--- src/rtl/occupancy_count_writer_if.sv ---
// Port-B write bus between the occupancy counter (master) and the memory arbiter (slave).
interface occupancy_count_writer_if;
  logic [15:0] memAddr;
  logic [15:0] memDataW;
  logic        memWe;
  logic        memGrant;

  modport master (output memAddr, output memDataW, output memWe, input memGrant);
  modport slave  (input memAddr, input memDataW, input memWe, output memGrant);
endinterface

--- src/rtl/occupancy_count_writer.sv ---
// Debounces two beam sensors, decodes walk direction, keeps a saturating occupancy count
// and writes it to memory port B during vertical blank when the arbiter grants.
module occupancy_count_writer #(
  parameter logic [15:0] COUNT_ADDR      = 16'h1000,
  parameter logic [15:0] DEBOUNCE_CYCLES = 16'd50000,
  parameter logic [15:0] MAX_COUNT       = 16'd9999,
  parameter logic [15:0] INIT_COUNT      = 16'd0
) (
  input  logic                            clk,
  input  logic                            reset,
  input  logic                            sensA,
  input  logic                            sensB,
  input  logic                            vBlank,
  occupancy_count_writer_if.master        mem,
  output logic [15:0]                     count,
  output logic                            dirty
);

  typedef enum logic [2:0] {
    S_IDLE, S_A1, S_AB, S_ABB, S_B1, S_BA, S_BAA, S_WAIT_CLR
  } state_t;

  logic [1:0] raw;
  logic [1:0] deb;
  assign raw = {sensB, sensA};

  genvar gi;
  generate
    for (gi = 0; gi < 2; gi = gi + 1) begin : g_sens
      logic        sync1_reg;
      logic        sync2_reg;
      logic        deb_reg;
      logic [15:0] cnt_reg;

      // Counter only runs while the synchronized level disagrees with the debounced one.
      always_ff @(posedge clk) begin
        if (reset) begin
          sync1_reg <= 1'b0;
          sync2_reg <= 1'b0;
          deb_reg   <= 1'b0;
          cnt_reg   <= 16'd0;
        end else begin
          sync1_reg <= raw[gi];
          sync2_reg <= sync1_reg;
          if (sync2_reg == deb_reg) begin
            cnt_reg <= 16'd0;
          end else if (cnt_reg == DEBOUNCE_CYCLES - 16'd1) begin
            deb_reg <= ~deb_reg;
            cnt_reg <= 16'd0;
          end else begin
            cnt_reg <= cnt_reg + 16'd1;
          end
        end
      end

      assign deb[gi] = deb_reg;
    end
  endgenerate

  logic [1:0] pair;
  assign pair = {deb[0], deb[1]};

  state_t state_reg, state_next;
  logic   inc, dec;

  always_ff @(posedge clk) begin
    if (reset) state_reg <= S_IDLE;
    else       state_reg <= state_next;
  end

  always_comb begin
    state_next = state_reg;
    case (state_reg)
      S_IDLE:     case (pair)
                    2'b10: state_next = S_A1;
                    2'b01: state_next = S_B1;
                    2'b11: state_next = S_WAIT_CLR;
                    default: ;
                  endcase
      S_A1:       case (pair)
                    2'b11: state_next = S_AB;
                    2'b00: state_next = S_IDLE;
                    2'b01: state_next = S_WAIT_CLR;
                    default: ;
                  endcase
      S_AB:       case (pair)
                    2'b01: state_next = S_ABB;
                    2'b10: state_next = S_A1;
                    2'b00: state_next = S_IDLE;
                    default: ;
                  endcase
      S_ABB:      case (pair)
                    2'b00: state_next = S_IDLE;
                    2'b11: state_next = S_AB;
                    2'b10: state_next = S_WAIT_CLR;
                    default: ;
                  endcase
      S_B1:       case (pair)
                    2'b11: state_next = S_BA;
                    2'b00: state_next = S_IDLE;
                    2'b10: state_next = S_WAIT_CLR;
                    default: ;
                  endcase
      S_BA:       case (pair)
                    2'b10: state_next = S_BAA;
                    2'b01: state_next = S_B1;
                    2'b00: state_next = S_IDLE;
                    default: ;
                  endcase
      S_BAA:      case (pair)
                    2'b00: state_next = S_IDLE;
                    2'b11: state_next = S_BA;
                    2'b01: state_next = S_WAIT_CLR;
                    default: ;
                  endcase
      S_WAIT_CLR: if (pair == 2'b00) state_next = S_IDLE;
      default:    state_next = S_IDLE;
    endcase
  end

  // A completed walk is recognised on the edge that returns the FSM to IDLE.
  always_comb begin
    inc = 1'b0;
    dec = 1'b0;
    if (pair == 2'b00) begin
      inc = (state_reg == S_ABB);
      dec = (state_reg == S_BAA);
    end
  end

  logic [15:0] count_reg;
  logic [15:0] data_reg;
  logic        dirty_reg;
  logic        we_reg;
  logic        inc_ok, dec_ok, write_ok;

  assign inc_ok   = inc && (count_reg != MAX_COUNT);
  assign dec_ok   = dec && (count_reg != 16'd0);
  assign write_ok = dirty_reg && vBlank && mem.memGrant;

  // A write coinciding with a count change carries the old value and leaves dirty set.
  always_ff @(posedge clk) begin
    if (reset) begin
      count_reg <= INIT_COUNT;
      dirty_reg <= 1'b1;
      we_reg    <= 1'b0;
      data_reg  <= 16'd0;
    end else begin
      if (inc_ok)      count_reg <= count_reg + 16'd1;
      else if (dec_ok) count_reg <= count_reg - 16'd1;
      we_reg <= write_ok;
      if (write_ok) data_reg <= count_reg;
      if (inc_ok || dec_ok) dirty_reg <= 1'b1;
      else if (write_ok)    dirty_reg <= 1'b0;
    end
  end

  assign count        = count_reg;
  assign dirty        = dirty_reg;
  assign mem.memWe    = we_reg;
  assign mem.memDataW = data_reg;
  assign mem.memAddr  = COUNT_ADDR;

endmodule

--- src/flat_wrapper.sv ---
// flat-port wrapper written by rule: the top's interface ports become plain ports
module occupancy_count_writer_flat 
#(
  parameter logic [15:0] COUNT_ADDR      = 16'h1000,
  parameter logic [15:0] DEBOUNCE_CYCLES = 16'd50000,
  parameter logic [15:0] MAX_COUNT       = 16'd9999,
  parameter logic [15:0] INIT_COUNT      = 16'd0
)
  (clk, reset, sensA, sensB, vBlank, count, dirty, mem_memAddr, mem_memDataW, mem_memWe, mem_memGrant);
  occupancy_count_writer_if mem_i ();
  input  logic clk;
  input  logic reset;
  input  logic sensA;
  input  logic sensB;
  input  logic vBlank;
  output logic [15:0] count;
  output logic dirty;
  output wire logic [$bits(mem_i.memAddr)-1:0] mem_memAddr;
  output wire logic [$bits(mem_i.memDataW)-1:0] mem_memDataW;
  output wire logic [$bits(mem_i.memWe)-1:0] mem_memWe;
  input wire logic [$bits(mem_i.memGrant)-1:0] mem_memGrant;
  assign mem_memAddr = mem_i.memAddr;
  assign mem_memDataW = mem_i.memDataW;
  assign mem_memWe = mem_i.memWe;
  assign mem_i.memGrant = mem_memGrant;
  occupancy_count_writer #(.COUNT_ADDR(COUNT_ADDR), .DEBOUNCE_CYCLES(DEBOUNCE_CYCLES), .MAX_COUNT(MAX_COUNT), .INIT_COUNT(INIT_COUNT)) u_core (.clk(clk), .reset(reset), .sensA(sensA), .sensB(sensB), .vBlank(vBlank), .mem(mem_i), .count(count), .dirty(dirty));
endmodule
--- config.mk ---
export PLATFORM = sky130hd
export DESIGN_NAME = occupancy_count_writer_flat
export DESIGN_NICKNAME = d
export VERILOG_FILES = /design/src/rtl/occupancy_count_writer_if.sv /design/src/rtl/occupancy_count_writer.sv /design/src/flat_wrapper.sv
export SDC_FILE = /design/constraint.sdc
export NUM_CORES = 1
export LEC_CHECK = 0
export BUFFER_PORTS_ARGS = -buffer_cell sky130_fd_sc_hd__buf_2
export CORE_MARGIN = 3
export CORE_UTILIZATION = 45
export CTS_CLUSTER_SIZE = 24
export DETAILED_ROUTE_END_ITERATION = 12
export PLACE_DENSITY = 0.64
export SLEW_MARGIN = 20
export SYNTH_ARGS = -nofsm -noshare
export SYNTH_HDL_FRONTEND = slang
export SYNTH_SLANG_ARGS = --single-unit
export TNS_END_PERCENT = 10
--- constraint.sdc ---
create_clock -name clk -period 3.9 [get_ports clk]
set_clock_uncertainty 0.2 [all_clocks]
set_input_delay 0.195 -clock clk [delete_from_list [all_inputs] [get_ports clk]]
set_output_delay 0.195 -clock clk [all_outputs]
set_load 0.05 [all_outputs]
---- Word level (Yosys, flattened, before mapping) ----
Cells that the tools add are included.
storage, ports and cells
  register bits ........................... 75
  output and inout port bits .............. 50
  word-level logic and storage cells ...... 72
operators by class
  muxes and demuxes ....................... 13
  reduce and logical (&&, ||, !) cells .... 15
  add/subtract/negate cells ............... 4
  bitwise operators ....................... 4
  equality and inequality tests ........... 23
operator list
  cell                   count
  $pmux 3 s3             7
  $add 16x1->16 const B  3
  $eq 16x16->1 const B   2
  $mux 16                2
  $pmux 3 s8             1
  $ne 4x1->1 const B     5
  $ne 16x14->1 const B   1
  $reduce_bool 16->1     1
  $sub 16x1->16 const B  1
  $eq 3x3->1 const B     4
  $ne 4x3->1 const B     2
  $reduce_and 8->1       1
  $eq 3x2->1 const B     2
  $reduce_or 3->1        2
  $eq 2x2->1 const B     2
  $logic_and 1x1->1      4
  $not 1->1              4
  $reduce_and 2->1       2
  $eq 3x1->1 const B     1
  $logic_not 3->1        1
  $mux 3                 1
  $eq 1x1->1             2
  $eq 2x1->1 const B     1
  $logic_not 2->1        1
  other kinds (5)        6

---- Longest topological paths before layout ----
Gate-level depths: netlist of the first run.
  depth in word-level cells ............... 5
  depth in mapped cells ................... 12
  gate-level depth less buffers ........... 12

---- Worst setup path after synthesis of the first run ----
No wires, ideal clock.
  path kind ............................... reg2reg
  start point ............................. reg u_core.count_reg[8], in the netlist u_core.count[8]
  end point ............................... reg u_core.count_reg[14], in the netlist u_core.count[14]
  required time ........................... 3.578 ns
  cell stages (with the launch flop) ...... 12
  slack ................................... 0.449 ns
  data arrival time ....................... 3.129 ns
  clock period less this slack ............ 3.451 ns
  cell sequence ........................... dfxtp_1 -> and4_1 -> nand4_1 -> nand3_1 -> inv_1 -> fa_1 -> nand2b_1 -> a21oi_1 -> o21ai_0 -> a211oi_1 -> nor4_1 -> a311o_1
on the way
  word-level cells in the longest chain between the ends .. 3
  elaborated cells on any way between the ends .. 9
  classes of those cells .................. 2 x add/sub; 1 x eq/ne; 2 x mux; 4 x reduce/logical
RTL lines
  item                                                 line                           RTL
  start: declaration                                   occupancy_count_writer.sv:131  logic [15:0] count_reg;
  start signal: assignment                             occupancy_count_writer.sv:149  if (inc_ok) count_reg <= count_reg + 16'd1;
  start signal: assignment                             occupancy_count_writer.sv:150  else if (dec_ok) count_reg <= count_reg - 16'd1;
  $sub 16x1->16 (tied with other cells)                occupancy_count_writer.sv:150
  $mux 16 (tied with other cells)                      occupancy_count_writer.sv:150
  $mux 16 / $reduce_bool 2->1 (equally long branches)  -
Parallel ways exist; a longest one is shown, timed or not. The select of a mux whose other input is x is not followed.
A chain may end at the register's enable or synchronous reset.

---- Worst setup path in the final report of the first run ----
  start point ............................. reg u_core.g_sens[1].deb_reg
  end point ............................... reg u_core.count_reg[13], in the netlist u_core.count[13]
on the way
  word-level cells in the longest chain between the ends .. 4
  elaborated cells on any way between the ends .. 7
  classes of those cells .................. 3 x mux; 4 x reduce/logical
RTL lines
  item                                                 line                                                          RTL
  start: declaration                                   occupancy_count_writer.sv:32                                  logic deb_reg;
  start signal: assignment                             occupancy_count_writer.sv:48                                  deb_reg <= ~deb_reg;
  $logic_not 2->1 (*)                                  occupancy_count_writer.sv:125                                 if (pair == 2'b00) begin
  $mux 1                                               occupancy_count_writer.sv:125
  $logic_and 1x1->1, on equally long branches          occupancy_count_writer.sv:137, occupancy_count_writer.sv:138
  $mux 16 / $reduce_bool 2->1 (equally long branches)  -
Every way passes the cells marked *; elsewhere a longest branch is shown, timed or not.

==> flow_summary.toml, run 1 <==
[run_status]
status = "finished, final reports clean"

[cts]
clock-root-buffer = "clkbuf_8"
h-tree-depth = 3
cts_tree = "done"
cts_resized = 0
clk_latency_ns = 0.35
cts_sinks = 75
clock_path_buffers = 2
clkTransAtPathRegs_ns = 0.09
numCtsBuffers = 9

[layout]
fillerInstances = 875
finalInstanceArea_um2 = 4542
areaGrowthSynthToFinish_pct = 9.900
register_area_um2 = 1501
multi_input_area_um2 = 2396
antennaDiodeCount = 0
mostFrequentLayoutCells = "dfxtp_1, nand2_1, nor2_1"
largest_reg_flops = 32
final_common_cell = "dfxtp_1"
nets = 578
layout.cells.non_filler = 660
drive_gt1_share_pct = 12.32

[sta]
finalSetupViolCount = 0
setup_ws_ns = 0.3688
tns_ns = 0
period_needed_ns = 3.531
hold_viol_final = 0
fmax_ghz = 0.2832
worstMarginPinSlew_ns = 0.8510
slew_violations = 0
max_slew_margin_pct = 43.27
rsz0062_at_grt = "false"
fin_crit_sh_pct = 90.54

[floorplanning]
die_y_um = 101.8
rows = 34
die_area_um2 = 10370
start_util_pct = 46.93
chipWidth_um = 101.8
core_um2 = 8806
io-pin-count = 56

[route]
dr.pass1.iters = 4
drt-vias-per-instance = 5.380
routedWlPerCell_um = 14.05
antenna_left = 0
drc_errors = 0
routed_wl_um = 9273
drt_iter0_drc = 112
route.vias.total = 3551

[synth]
synth_top_area_share_pct = 36.33
syn_avg_cell_area_um2 = 8.135
synth_top_cell_by_area = "dfxtp_1"
ys_seq_elements = 75
synth_cell_types = 56
seq_area_frac_synth_pct = 36.33
synth_area_um2 = 4133
synthCells = 508
ys.flop_type = "dfxtp_1"
async_reset_ff_share_pct = 0
synth_edf_count = 0
yosys_warnings = 0
synthTopCellsByArea = "dfxtp_1, ha_1, nand2_1"

[worst_hold_path]
hold_start = "reset"
hp-class = "in -> reg"
min_path_cells = 2
hold_path_end = "u_core.g_sens[1].deb_reg"

[place]
dp_cells = 642
place_congestion = 0.8534
dpl.hpwl_um = 6677
place_area_um2 = 4337
portBuffers = 39
pre_cts_slack_ns = 0.4079

[worst_setup_path]
rr_startpoint = "u_core.g_sens[1].deb_reg"
end_kind = "register"
reg2reg_setup_slack_ns = 0.37
r2r-end = "u_core.count[13]"
critPathLaunchType = "register"
crit_fanout = 20
required_ns = 3.95
arrival_ns = 3.58
critical_path_class = "reg -> reg"
reg2regPathDepth = 12

[flow_run]
maxCapViolations = 0

[pwr]
power.density_nw_per_um2 = 553.9
peakVddDrop_mv = 0.2890
p_leak_uw = 0.001863
power_uw = 2516

[global_route]
grt_pass1_vias = 3336
grt-ovfl-total = 0
grt_pass1_wl_um = 15970
grt_usage_pct = 18.90
grt_antenna_before_repair = 0
grt_max_degree = 34
routing by layer:
layer / GRT usage [%] / share of wire, %
met5: 0 / 0
met2: 30.43 / 47
met1: 25.39 / 47
met3: 3.891 / 4.7
met4: 6.357 / 1.4
synth_stat cells (all sizes together) (4+ instances only):
cell,n
ha,24
a21o,6
inv,12
o211ai,5
nor2,59
a211oi,6
nor4,8
a21oi,42
nor2b,9
buf,27
nor3,12
and3,8
nand2,72
a31oi,4
nand3,21
o21a,4
nand2b,4
clkbuf,8
o21ai,16
nand4,9
mux2i,5
xnor2,18
xor2,17
dfxtp,75
metrics by stage:
step,util (%),hold WS [ns]
2_1_floorplan,-,0.1232
3_3_place_gp,49.25,0.2058
3_5_place_dp,49.25,0.2116
4_1_cts,51.58,0.01523
5_1_grt,51.58,0.03572
6_report,51.58,0.01539
worst max-delay path by stage:
stage	start	to	slack (ns)	cells after the start
floorplan	u_core.count[8]	u_core.count[14]	0.45	11
global placement	u_core.g_sens[1].deb_reg	u_core.count[14]	0.48	13
detailed placement	u_core.g_sens[1].deb_reg	u_core.count[13]	0.41	12
CTS	u_core.g_sens[1].deb_reg	u_core.count[13]	0.38	12
global route	u_core.g_sens[0].deb_reg	u_core.count[14]	0.12	13
finish	u_core.g_sens[1].deb_reg	u_core.count[13]	0.37	12
timing repair:
| action | in CTS | in global routing |
|---|---|---|
| endpoints found under the hold margin | 2 | 0 |
| hold buffers | 2 | 0 |
| buffers inserted | 0 | 0 |
critical path: stages (launching register included):
cell and delay, ns:
dfxtp_1 0.45, inv_1 0.12, ha_1 0.30, and2_1 0.22, nand3_1 0.08, buf_4 0.26, ha_1 0.29, a211oi_1 0.33
o21bai_1 0.18, a21o_1 0.25, a221oi_1 0.44, mux2i_1 0.24, nand2_1 0.06
report_power, final:
part | internal [uW] | leakage, uW | switching [uW]
logic | 410 | 0.00116 | 670
clock network | 243 | 0.0000936 | 320
registers | 811 | 0.000606 | 62.6
total | 1460 | 0.00186 | 1050
logic make-up (layout without fill, tap and decap cells):
logic type	Yosys count	count (layout)	synth area share (%)
AND/OR/NAND/NOR	220	220	25.25
XOR/XNOR	35	35	7.417
flip-flops	75	75	36.33
other	2	16	0.1817
AO/OA/AOI/OAI	98	98	14.90
buffers and inverters	48	78	6.963
multiplexers	5	5	1.211
adder cells (fa/ha/maj)	25	25	7.751
final cells by class:
cell class / instances / area share, %
Multi-Input combinational cell: 399 / 52.75
Inverter: 13 / 1.074
Timing Repair Buffer: 49 / 6.061
Clock inverter: 7 / 1.350
Sequential cell: 75 / 33.06
Tap cell: 108 / 2.975
Clock buffer: 9 / 2.727
Power figures use the tool's default switching activity.
==> run 2: changes to the inputs <==
--- a/config.mk
+++ b/config.mk
@@ -6,6 +6,7 @@
 export NUM_CORES = 1
 export LEC_CHECK = 0
 export BUFFER_PORTS_ARGS = -buffer_cell sky130_fd_sc_hd__buf_2
+export CORE_ASPECT_RATIO = 0.8
 export CORE_MARGIN = 3
 export CORE_UTILIZATION = 45
 export CTS_CLUSTER_SIZE = 24
==> constraint.sdc (replaced) <==
create_clock -name clk -period 3.92 [get_ports clk]
set_clock_uncertainty 0.2 [all_clocks]
set_input_delay 0.196 -clock clk [delete_from_list [all_inputs] [get_ports clk]]
set_output_delay 0.196 -clock clk [all_outputs]
set_load 0.05 [all_outputs]
==> run 2 against run 1 <==
Net effect:
- register-to-register slack lost 0.02 ns
- clock-buffer cell count unchanged
- cell count is 0.15% higher
- final area rose by 2.6%
- first-iteration DRC count rose by 41%
- fmax decreased by 1.3%
- sequential power is 2% higher
- setup slack worse by 0.025 ns
- power increased by 11%
- global-route usage down 1.0 points
- via count is 0.23% lower
- highest routed layer unchanged
==> flow_summary.toml, run 2 (synthesis gave the netlist of run 1 again) <==
[floorplanning]
rows = 30
io-pin-count = 56
start_util_pct = 47.46
core_um2 = 8708
die_y_um = 91.72
chipWidth_um = 113.1
die_area_um2 = 10380

[place]
dp_cells = 645
place_area_um2 = 4334
place_congestion = 0.8381
dpl.hpwl_um = 6490
portBuffers = 39

[cts]
cts_resized = 0
clk_latency_ns = 0.33
clkTransAtPathRegs_ns = 0.06
clock_path_buffers = 2
numCtsBuffers = 9
cts_hold_buf = 2
clock-root-buffer = "clkbuf_16"
cts_setup_buffers = 0
h-tree-depth = 3
cts_sinks = 75
cts_tree = "done"

[layout]
mostFrequentLayoutCells = "dfxtp_1, nand2_1, nor2_1"
final_util_pct = 53.51
nets = 577
drive_gt1_share_pct = 11.84
final_common_cell = "dfxtp_1"
areaGrowthSynthToFinish_pct = 12.75
largest_reg_flops = 32
finalInstanceArea_um2 = 4659
antennaDiodeCount = 0
layout.cells.non_filler = 661

[worst_setup_path]
slowest_stage = "dfxtp_1"
end_kind = "register"
reg2regPathDepth = 13
reg2reg_setup_slack_ns = 0.34
critPathLaunchType = "register"
r2r-end = "u_core.count[14]"
cp_top_family = "compound AO/OA/AOI/OAI gates"
required_ns = 3.94
path_buf_inv = 3
cpPeakStageDelay_ns = 0.45
critical_path_class = "reg -> reg"
cp-startpoint = "u_core.g_sens[1].deb_reg"
rr_startpoint = "u_core.g_sens[1].deb_reg"
path_cells = "inv_1 -> ha_1 -> and2_1 -> nand3_1 -> buf_4 -> inv_1 -> fa_1 -> nand2b_1 -> a21oi_1 -> o21ai_0 -> a211oi_1 -> nor4_1 -> a311o_1"
worst_path_most_repeated_cell = "inv_1"
arrival_ns = 3.59
cp_num_cells = 13
cp-endpoint = "u_core.count[14]"
crit_fanout = 20

[route]
route.vias.total = 3543
drt-vias-per-instance = 5.360
dr.pass1.iters = 4
routedWlPerCell_um = 13.90
drc_errors = 0
drt_iter0_drc = 158
antenna_left = 0
routed_wl_um = 9190

[global_route]
grt_antenna_before_repair = 0
grt_max_degree = 33
grt-ovfl-total = 0
grt_usage_pct = 17.88
grt_pass1_vias = 3218
grt_pass1_wl_um = 15080

[sta]
tns_ns = 0
rsz0062_at_grt = "false"
worstMarginPinSlew_ns = 0.7027
slew_violations = 0
finalSetupViolCount = 0
period_needed_ns = 3.576
fin_crit_sh_pct = 91.22
hold_viol_final = 0
max_slew_margin_pct = 53.02
fmax_ghz = 0.2796

[pwr]
peakVddDrop_mv = 0.2912
power.density_nw_per_um2 = 598.8
power_uw = 2790
p_leak_uw = 0.001907

[worst_hold_path]
min_path_cells = 2
hp-class = "in -> reg"

[run_status]
status = "finished, final reports clean"

[flow_run]
maxCapViolations = 0
run 2: cell types whose count changed in the layout (fill, tap and decap cells not counted):
cell	previous run	this run
clkbuf_8	9	0
inv_6	1	0
clkbuf_16	0	9
clkinv_4	2	0
buf_4	8	7
clkinvlp_4	1	2
bufinv_16	0	2
inv_8	2	0
run 2: how the worst min path moves through the flow:
| stage | start | to | slack, ns |
|---|---|---|---|
| floorplan | sensA | u_core.g_sens[0].sync1_reg | 0.12 |
| global placement | sensA | u_core.g_sens[0].sync1_reg | 0.22 |
| detailed placement | sensB | u_core.g_sens[1].sync1_reg | 0.21 |
| CTS | reset | u_core.state_reg[2] | 0.05 |
| global route | reset | u_core.state_reg[2] | 0.06 |
| finish | reset | u_core.g_sens[1].deb_reg | 0.05 |
run 2: through the flow:
stage / hold slack (ns) / setup slack, ns
detailed placement: 0.2143 / 0.3647
finish: 0.05299 / 0.3440
global placement: 0.2233 / 0.5371
floorplan: 0.1242 / 0.4688
global route: 0.05830 / 0.1628
CTS: 0.05403 / 0.3564
run 2: cell type report:
| type | instances | area, um2 |
|---|---|---|
| well taps | 112 | 140.1 |
| clock inverters | 5 | 80.08 |
| fillers | 844 | 4049 |
| inverters | 13 | 48.80 |
| multi-input cells | 399 | 2396 |
| clock buffers | 9 | 225.2 |
| repair buffers | 48 | 267.8 |
| flip-flops and latches | 75 | 1501 |
run 2: where the power goes:
part           internal (uW)  switching [uW]
sequential               808            81.0
clock                    549             314
combinational            404             634
run 2: per-layer routing:
layer	share of wire, %	vias to the layer above	global-route usage [%]
li1	-	1813	-
met1	47	1655	21.63
met2	48	69	30.62
met3	4.9	6	5.673
met4	0.99	0	4.805
met5	0	-	0
run 2: worst register-to-register path: stages (launching register included):
cell,delay (ns)
dfxtp_1,0.45
inv_1,0.12
ha_1,0.30
and2_1,0.22
nand3_1,0.08
buf_4,0.26
inv_1,0.09
fa_1,0.40
nand2b_1,0.18
a21oi_1,0.18
o21ai_0,0.23
a211oi_1,0.35
nor4_1,0.10
a311o_1,0.29
==> run 3: changes to the inputs <==
--- a/config.mk
+++ b/config.mk
@@ -6,12 +6,15 @@
 export NUM_CORES = 1
 export LEC_CHECK = 0
 export BUFFER_PORTS_ARGS = -buffer_cell sky130_fd_sc_hd__buf_2
+export CELL_PAD_IN_SITES_DETAIL_PLACEMENT = 1
+export CELL_PAD_IN_SITES_GLOBAL_PLACEMENT = 2
 export CORE_ASPECT_RATIO = 0.8
 export CORE_MARGIN = 3
-export CORE_UTILIZATION = 45
+export CORE_UTILIZATION = 34
 export CTS_CLUSTER_SIZE = 24
 export DETAILED_ROUTE_END_ITERATION = 12
-export PLACE_DENSITY = 0.64
+export PLACE_DENSITY = 0.78
+export SETUP_SLACK_MARGIN = 0.2
 export SLEW_MARGIN = 20
 export SYNTH_ARGS = -nofsm -noshare
 export SYNTH_HDL_FRONTEND = slang
==> run 3 against run 2 <==
Net effect:
- power grew 4.8%
- register-to-register slack gained 0.13 ns
- via count grew 3.4%
- core utilization shrank 12 points
- hold slack gained 0.0045 ns
- combinational power grew 9%
- fmax grew 3.8%
- first-iteration DRC count shrank 16%
- setup slack gained 0.13 ns
- sequential power shrank 1%
- critical path depth shrank 1
- critical path type unchanged
==> flow_summary.toml, run 3 (synthesis gave the netlist of run 1 again) <==
[place]
place_area_um2 = 4439
place_congestion = 0.7884
dpl.hpwl_um = 8041
portBuffers = 39

[pwr]
peakVddDrop_mv = 0.2506
power_uw = 2924
power.density_nw_per_um2 = 609.9
p_leak_uw = 0.001966

[sta]
whs_ns = 0.05753
worstMarginPinSlew_ns = 0.6905
hold_viol_final = 0
slew_violations = 0
period_needed_ns = 3.446
finalSetupViolCount = 0
fmax_ghz = 0.2902
tns_ns = 0
rsz0062_at_grt = "false"
max_slew_margin_pct = 53.84
fin_crit_sh_pct = 87.92

[global_route]
grt_usage_pct = 16.69
grt_pass1_wl_um = 18330
grt_pass1_vias = 3680
grt_antenna_before_repair = 0
grt-ovfl-total = 0
grt_max_degree = 33

[layout]
largest_reg_flops = 32
fillerInstances = 1412
register_area_um2 = 1503
finalInstanceArea_um2 = 4795
antennaDiodeCount = 0
final_common_cell = "dfxtp_1"
nets = 585
multi_input_area_um2 = 2401
mostFrequentLayoutCells = "dfxtp_1, nand2_1, nor2_1"
drive_gt1_share_pct = 13.60
areaGrowthSynthToFinish_pct = 16.02

[route]
antenna_left = 0
drc_errors = 0
routed_wl_um = 10810
drt_iter0_drc = 132
route.vias.total = 3664
dr.pass1.iters = 4
drt-vias-per-instance = 5.182
routedWlPerCell_um = 15.29

[cts]
clock-root-buffer = "clkbuf_16"
cts_tree = "done"
h-tree-depth = 3
clock_path_buffers = 2
cts_setup_buffers = 0
cts_sinks = 75
numCtsBuffers = 9
clk_latency_ns = 0.33
clkTransAtPathRegs_ns = 0.06

[flow_run]
maxCapViolations = 0

[run_status]
status = "finished, final reports clean"

[floorplanning]
start_util_pct = 35.35
io-pin-count = 56
core_um2 = 11690
die_y_um = 104.6
rows = 35
chipWidth_um = 129.3
die_area_um2 = 13520

[worst_setup_path]
crit_fanout = 14
critPathLaunchType = "register"
required_ns = 3.93
cp-startpoint = "u_core.count[11]"
rr_startpoint = "u_core.count[11]"
critical_path_class = "reg -> reg"
end_kind = "register"
reg2regPathDepth = 12
arrival_ns = 3.46

[worst_hold_path]
hold_start = "reset"
hp-class = "in -> reg"
min_path_cells = 2
[run 3: changes by cell type in the layout (fill, tap and decap cells not counted), sizes merged]
cell      before  now
clkbuf         9   12
buf           46   54
clkinvlp       2    1
[run 3: final timing paths]
| kind | to | slack, ns |
|---|---|---|
| max | u_core.count[14] | 0.47 |
| min reg2reg | u_core.mem.memDataW[12] | 0.25 |
| min | u_core.state_reg[2] | 0.06 |
| max reg2reg | u_core.count[14] | 0.47 |
[run 3: worst max-delay path, stage by stage (launching register included)]
cell	delay [ns]
dfxtp_1	0.35
nor4_1	0.44
nand4_1	0.25
nand3_1	0.17
buf_4	0.23
inv_1	0.07
fa_1	0.40
nand2b_1	0.18
a21oi_1	0.17
o21ai_0	0.22
a211oi_2	0.28
nor4_1	0.08
a311o_1	0.30
[run 3: routing by layer]
layer  vias to the layer above  routed length [um]  global-route usage, %
li1                       1833                   -                      -
met1                      1763                5273                  21.90
met2                        57                4938                  26.70
met3                        11                 462                  4.905
met4                         0                 133                  4.423
met5                         -                   0                      0
[run 3: layout make-up]
type,instances,area share (%)
multi-input combinational,399,50.08
sequential,75,31.34
timing repair buffer,56,6.837
clock buffer,12,5.350
tap,148,3.862
clock inverter,4,1.514
inverter,13,1.018
[run 3: stage by stage]
stage | setup slack, ns | cells | utilization (%)
3_5_place_dp | 0.4467 | 689 | 37.97
5_1_grt | 0.2070 | 707 | 41.01
3_3_place_gp | 0.5977 | 689 | 37.97
2_1_floorplan | 0.4688 | 522 | -
6_report | 0.4737 | 707 | 41.01
4_1_cts | 0.4427 | 707 | 40.95
[run 3: timing repair]
| action | 4_1_cts | 5_1_grt |
|---|---|---|
| hold buffers | 2 | 0 |
| setup endpoints to repair | 0 | 1 |
| gates resized for setup | 0 | 2 |
| hold endpoints to repair | 2 | 0 |
[run 3: report_power, final]
| part | leakage (uW) | internal [uW] | total [uW] | switching (uW) |
|---|---|---|---|---|
| sequential | 0.000607 | 808 | 878 | 69.9 |
| clock | 0.000159 | 592 | 918 | 326 |
| combinational | 0.00120 | 435 | 1130 | 694 |
| total | 0.00197 | 1830 | 2920 | 1090 |
